`src/rtl/resp_demux2_if.sv`:
```
// Signal bundle between the shared request/response bus and the response demux.
// Handshake: an issue is accepted on a rising clk edge iff issue_valid && issue_ready;
// issue_ready depends only on registered state. Responses carry no backpressure:
// resp_valid is consumed in the cycle it is presented.
interface resp_demux2_if #(
  parameter int WIDTH = 32,
  parameter int CNTW  = 3
);
  logic             issue_valid;
  logic             issue_sel;
  logic             issue_ready;
  logic             resp_valid;
  logic [WIDTH-1:0] resp_data;
  logic             out_a_valid;
  logic [WIDTH-1:0] out_a_data;
  logic             out_b_valid;
  logic [WIDTH-1:0] out_b_data;
  logic [CNTW-1:0]  pending;
  logic             err_underflow;

  // Bus side: drives issues and responses, observes the routed outputs.
  modport master (
    output issue_valid, issue_sel, resp_valid, resp_data,
    input  issue_ready, out_a_valid, out_a_data, out_b_valid, out_b_data,
           pending, err_underflow
  );

  // Demux side.
  modport slave (
    input  issue_valid, issue_sel, resp_valid, resp_data,
    output issue_ready, out_a_valid, out_a_data, out_b_valid, out_b_data,
           pending, err_underflow
  );
endinterface

```
`src/rtl/resp_demux2.sv`:
```
// Response router for a 2:1 shared data port. An in-order tag FIFO remembers
// which requester (A=0, B=1) issued each accepted request; every response pops
// the oldest tag and is forwarded one cycle later to that requester.
module resp_demux2 #(
  parameter int WIDTH = 32,
  parameter int DEPTH = 4,
  parameter int CNTW  = 3
) (
  input logic          clk,
  input logic          reset,
  resp_demux2_if.slave bus
);
  localparam int PW = $clog2(DEPTH);

  logic             tags_q [DEPTH];
  logic [PW-1:0]    wr_ptr_q, rd_ptr_q;
  logic [CNTW-1:0]  pending_q, pending_d;
  logic             out_a_valid_q, out_b_valid_q;
  logic [WIDTH-1:0] out_a_data_q, out_b_data_q;
  logic             err_q;

  logic push, pop, pop_tag, ready;

  // Full is judged from the registered count only, so a same-cycle pop never
  // opens a slot for a same-cycle push.
  assign ready   = (pending_q != CNTW'(DEPTH));
  assign push    = bus.issue_valid && ready;
  // No bypass: a response is matched only against tags already stored.
  assign pop     = bus.resp_valid && (pending_q != '0);
  assign pop_tag = tags_q[rd_ptr_q];

  // Outstanding count: push and pop in the same cycle cancel out.
  always_comb begin
    pending_d = pending_q;
    if (push && !pop)      pending_d = pending_q + CNTW'(1);
    else if (pop && !push) pending_d = pending_q - CNTW'(1);
  end

  // Tag FIFO storage and pointers; pointers wrap modulo DEPTH.
  always_ff @(posedge clk or posedge reset) begin
    if (reset) begin
      for (int i = 0; i < DEPTH; i++) tags_q[i] <= 1'b0;
      wr_ptr_q  <= '0;
      rd_ptr_q  <= '0;
      pending_q <= '0;
    end else begin
      if (push) begin
        tags_q[wr_ptr_q] <= bus.issue_sel;
        wr_ptr_q         <= wr_ptr_q + PW'(1);
      end
      if (pop) rd_ptr_q <= rd_ptr_q + PW'(1);
      pending_q <= pending_d;
    end
  end

  // Routed outputs: one-cycle valid pulse to the tagged port; data of the
  // port not receiving a response holds its last value.
  always_ff @(posedge clk or posedge reset) begin
    if (reset) begin
      out_a_valid_q <= 1'b0;
      out_b_valid_q <= 1'b0;
      out_a_data_q  <= '0;
      out_b_data_q  <= '0;
    end else begin
      out_a_valid_q <= pop && !pop_tag;
      out_b_valid_q <= pop && pop_tag;
      if (pop && !pop_tag) out_a_data_q <= bus.resp_data;
      if (pop && pop_tag)  out_b_data_q <= bus.resp_data;
    end
  end

  // Sticky underflow flag: a response arrived with nothing outstanding.
  always_ff @(posedge clk or posedge reset) begin
    if (reset) err_q <= 1'b0;
    else if (bus.resp_valid && (pending_q == '0)) err_q <= 1'b1;
  end

  assign bus.issue_ready   = ready;
  assign bus.out_a_valid   = out_a_valid_q;
  assign bus.out_a_data    = out_a_data_q;
  assign bus.out_b_valid   = out_b_valid_q;
  assign bus.out_b_data    = out_b_data_q;
  assign bus.pending       = pending_q;
  assign bus.err_underflow = err_q;
endmodule

```
`src/flat_wrapper.sv`:
```
// flat-port wrapper written by rule: the top's interface ports become plain ports
module resp_demux2_flat 
#(
  parameter int WIDTH = 32,
  parameter int DEPTH = 4,
  parameter int CNTW  = 3
)
  (clk, reset, bus_issue_valid, bus_issue_sel, bus_resp_valid, bus_resp_data, bus_issue_ready, bus_out_a_valid, bus_out_a_data, bus_out_b_valid, bus_out_b_data, bus_pending, bus_err_underflow);
  resp_demux2_if #(.WIDTH(WIDTH), .CNTW(CNTW)) bus_i ();
  input logic clk;
  input logic reset;
  input wire logic [$bits(bus_i.issue_valid)-1:0] bus_issue_valid;
  input wire logic [$bits(bus_i.issue_sel)-1:0] bus_issue_sel;
  input wire logic [$bits(bus_i.resp_valid)-1:0] bus_resp_valid;
  input wire logic [$bits(bus_i.resp_data)-1:0] bus_resp_data;
  output wire logic [$bits(bus_i.issue_ready)-1:0] bus_issue_ready;
  output wire logic [$bits(bus_i.out_a_valid)-1:0] bus_out_a_valid;
  output wire logic [$bits(bus_i.out_a_data)-1:0] bus_out_a_data;
  output wire logic [$bits(bus_i.out_b_valid)-1:0] bus_out_b_valid;
  output wire logic [$bits(bus_i.out_b_data)-1:0] bus_out_b_data;
  output wire logic [$bits(bus_i.pending)-1:0] bus_pending;
  output wire logic [$bits(bus_i.err_underflow)-1:0] bus_err_underflow;
  assign bus_i.issue_valid = bus_issue_valid;
  assign bus_i.issue_sel = bus_issue_sel;
  assign bus_i.resp_valid = bus_resp_valid;
  assign bus_i.resp_data = bus_resp_data;
  assign bus_issue_ready = bus_i.issue_ready;
  assign bus_out_a_valid = bus_i.out_a_valid;
  assign bus_out_a_data = bus_i.out_a_data;
  assign bus_out_b_valid = bus_i.out_b_valid;
  assign bus_out_b_data = bus_i.out_b_data;
  assign bus_pending = bus_i.pending;
  assign bus_err_underflow = bus_i.err_underflow;
  resp_demux2 #(.WIDTH(WIDTH), .DEPTH(DEPTH), .CNTW(CNTW)) u_core (.clk(clk), .reset(reset), .bus(bus_i));
endmodule
```
`config.mk`:
```
export PLATFORM = sky130hd
export DESIGN_NAME = resp_demux2_flat
export DESIGN_NICKNAME = d
export VERILOG_FILES = /design/src/rtl/resp_demux2_if.sv /design/src/rtl/resp_demux2.sv /design/src/flat_wrapper.sv
export SDC_FILE = /design/constraint.sdc
export NUM_CORES = 1
export LEC_CHECK = 0
export ABC_AREA = 1
export ABC_CLOCK_PERIOD_IN_PS = 2800
export BUFFER_PORTS_ARGS = -buffer_cell sky130_fd_sc_hd__buf_2
export CAP_MARGIN = 20
export CELL_PAD_IN_SITES_DETAIL_PLACEMENT = 1
export CELL_PAD_IN_SITES_GLOBAL_PLACEMENT = 1
export CORE_MARGIN = 2
export CORE_UTILIZATION = 37
export CTS_CLUSTER_SIZE = 8
export DETAILED_ROUTE_END_ITERATION = 10
export GPL_TIMING_DRIVEN = 0
export PLACE_DENSITY_LB_ADDON = 0.08
export SETUP_SLACK_MARGIN = 0.02
export SYNTH_ARGS = -nofsm -noshare
export SYNTH_HDL_FRONTEND = slang
export SYNTH_SLANG_ARGS = --single-unit
```
`constraint.sdc`:
```
create_clock -name clk -period 2.8 [get_ports clk]
set_clock_uncertainty 0.15 [all_clocks]
set_input_delay 0.28 -clock clk [delete_from_list [all_inputs] [get_ports clk]]
set_output_delay 0.28 -clock clk [all_outputs]
set_load 0.005 [all_outputs]
```
==> run metrics <==
status=finished, final reports clean; final setup fails=0; fmax=444 MHz; number of global-route vias before repair=2949; vias per inst=4.78; fin crit share=0.804; Ys Warns=0; largest net degree at the start of global routing=55; TritonRoute pass-1 iters=5; #FFs+latches synth=78; Core Box Area=8590 sq um; post-cts sizing count=0; Die X-Extent=97.7 um; Critical Path End Type=flop; antenna-violating nets left=0; Leak=2.42 nW; Clk Latency, worst-skew pair=350 ps; setup repair after global routing missed its margin=no; Min Hold Slack=25.3 ps; syn_nets=405; synthesized area=3250 sq um; post-synth cell types=18; CTS tree=built; syn_area_per_cell=8.97 sq um; gpl congestion=0.742; WL/cell=14.7 um; Post-Synthesis Cells=362; DP Wirelength=6400 um; CTS clk-pin slew, worst paths=90 ps; ratio of cells with drive above 1 in the final layout=0.308; Area Growth Syn to Fin=27.6%; antenna violations before repair=0; sequential cell area fraction in the yosys report=0.601; Ant. Diodes=0; starting density of the core=0.378; arrival time at the worst endpoint=2380 ps; Die H=97.7 um; H-Tree Depth=3; CTS max path bufs=2; initial drt markers=93; port buffer count=107; first-pass GRT wire length=14800 um; crit start category=flop; CP max FO=7; CTS sink count=78; DRC=0; Hold Crit Class=primary input to flop; PD cells=1170 nW/um^2; Pins Over Slew Limit=0; total global-route track usage=0.195; Hold Fails Final Rpt=0; Slew HR=0.767; Slew @ Worst Pin=349 ps; Ports=108; Setup Total Neg Slack=0 ps; Crit Path Category=flop to flop; DR vias=2847; Design Power=4.84 mW; minimum clock period=2250 ps; Final nets=525; VDD IR max=413 uV; fill cell count=1080; CTS Buf Count=9; WL final=8740 um; die area=9540 sq um; GRT overflow=0; Rows=34; Worst Path Required=2930 ps; CTS root buffer=clkbuf_8; Max Cap Viol=0
==> cells in the final DEF, fill, tap and decap left out <==
cell type      count
nand3_2            1
clkinv_2           3
buf_2            120
o21bai_1           1
xnor2_1            1
dlygate4sd3_1      1
fa_1               1
dfrtp_1           78
nand2_2            2
o21ai_0            5
nand3_1           70
buf_16             1
clkinv_4           1
inv_4              1
inv_2              2
inv_1             13
inv_6              1
o21ai_1            1
nor2_1             6
ha_1               5
xor2_1             2
clkbuf_8          11
nand2_1          153
buf_4              6
a21oi_2            1
==> synth_stat cells <==
| library cell | number | area (sq um) |
|---|---|---|
| o21ai_0 | 5 | 25.0 |
| fa_1 | 1 | 20.0 |
| buf_4 | 6 | 45.0 |
| dfrtp_1 | 78 | 1950 |
| a21oi_2 | 1 | 8.76 |
| o21bai_1 | 1 | 7.51 |
| ha_1 | 5 | 62.6 |
| xnor2_1 | 1 | 8.76 |
| nor2_1 | 6 | 22.5 |
| buf_2 | 13 | 65.1 |
| nand3_2 | 1 | 10.0 |
| xor2_1 | 2 | 17.5 |
| nand2_1 | 153 | 574 |
| nand3_1 | 70 | 350 |
| nand2_2 | 2 | 12.5 |
| o21ai_1 | 1 | 5.00 |
| inv_2 | 2 | 7.51 |
| inv_1 | 14 | 52.6 |
==> cells by family after synthesis <==
| family | count (synthesis) | share of synthesized area |
|---|---|---|
| AO/OA/AOI/OAI | 8 | 0.0143 |
| XOR/XNOR | 3 | 0.00809 |
| adder cells (fa/ha/maj) | 6 | 0.0254 |
| buffers and inverters | 35 | 0.0524 |
| flip-flops | 78 | 0.601 |
| AND/OR/NAND/NOR | 232 | 0.299 |
==> final timing paths <==
check | start | to | slack, ps | depth (start not counted)
min in group asynchronous | reset | u_core.bus.out_a_data[19] | 310 | 3
min reg2reg | u_core.bus.out_b_data[29] | u_core.bus.out_b_data[29] | 320 | 2
max | u_core.bus.pending[0] | u_core.bus.pending[2] | 550 | 11
max in group asynchronous | reset | u_core.bus.out_b_data[28] | 1610 | 4
min | bus_resp_data[19] | u_core.bus.out_a_data[19] | 30 | 3
max reg2reg | u_core.bus.pending[0] | u_core.bus.pending[2] | 550 | 11
==> flip-flops by register name, summed over array words and instances, names as in the netlist <==
register and count:
u_core.bus.out_b_valid 1, u_core.bus.out_a_valid 1, u_core.bus.out_a_data 32, u_core.tags_q 4
u_core.bus.out_b_data 32, u_core.rd_ptr_q 2, u_core.wr_ptr_q 2, u_core.bus.pending 3
u_core.bus.err_underflow 1
==> cell type report <==
| type | instances | area, sq um | area share |
|---|---|---|---|
| sequential | 78 | 1950 | 0.471 |
| multi-input combinational | 249 | 1120 | 0.272 |
| timing repair buffer | 109 | 573 | 0.138 |
| clock buffer | 11 | 151 | 0.0366 |
| tap | 108 | 135 | 0.0326 |
| buffer | 19 | 110 | 0.0266 |
| inverter | 16 | 62.6 | 0.0151 |
| clock inverter | 5 | 32.5 | 0.00785 |
==> routing by layer <==
metal	up-vias	GRT usage	share of wire
met5	-	0	0
met4	0	0.0641	0.0094
met3	8	0.0403	0.041
met2	61	0.320	0.49
met1	1396	0.260	0.46
li1	1382	-	-
==> report_power, final <==
part	switching [mW]	internal, mW
sequential	0.277	1.64
combinational	1.30	0.821
clock	0.429	0.371
total	2.01	2.83
==> through the flow <==
step	worst slack (ps)	instance area, sq um	std cells	util
floorplan	375	3250	362	-
global placement	-689	3920	577	0.456
detailed placement	526	3950	578	0.459
CTS	509	4140	595	0.482
global route	264	4140	595	0.482
finish	549	4140	595	0.482
==> worst max-delay path: stages (launching register included) <==
cell,delay (ps)
dfrtp_1,440
nor2_1,110
nand2_1,80
nand2_1,140
inv_1,220
ha_1,180
inv_1,70
fa_1,390
nand2_1,80
nand2_1,50
nor2_1,110
xor2_1,150
==> timing repair <==
action,CTS,global route
endpoints found under the hold margin,24,0
hold buffers,1,0
setup buffers,0,0
Note: power is estimated with default switching activity, not from simulation.
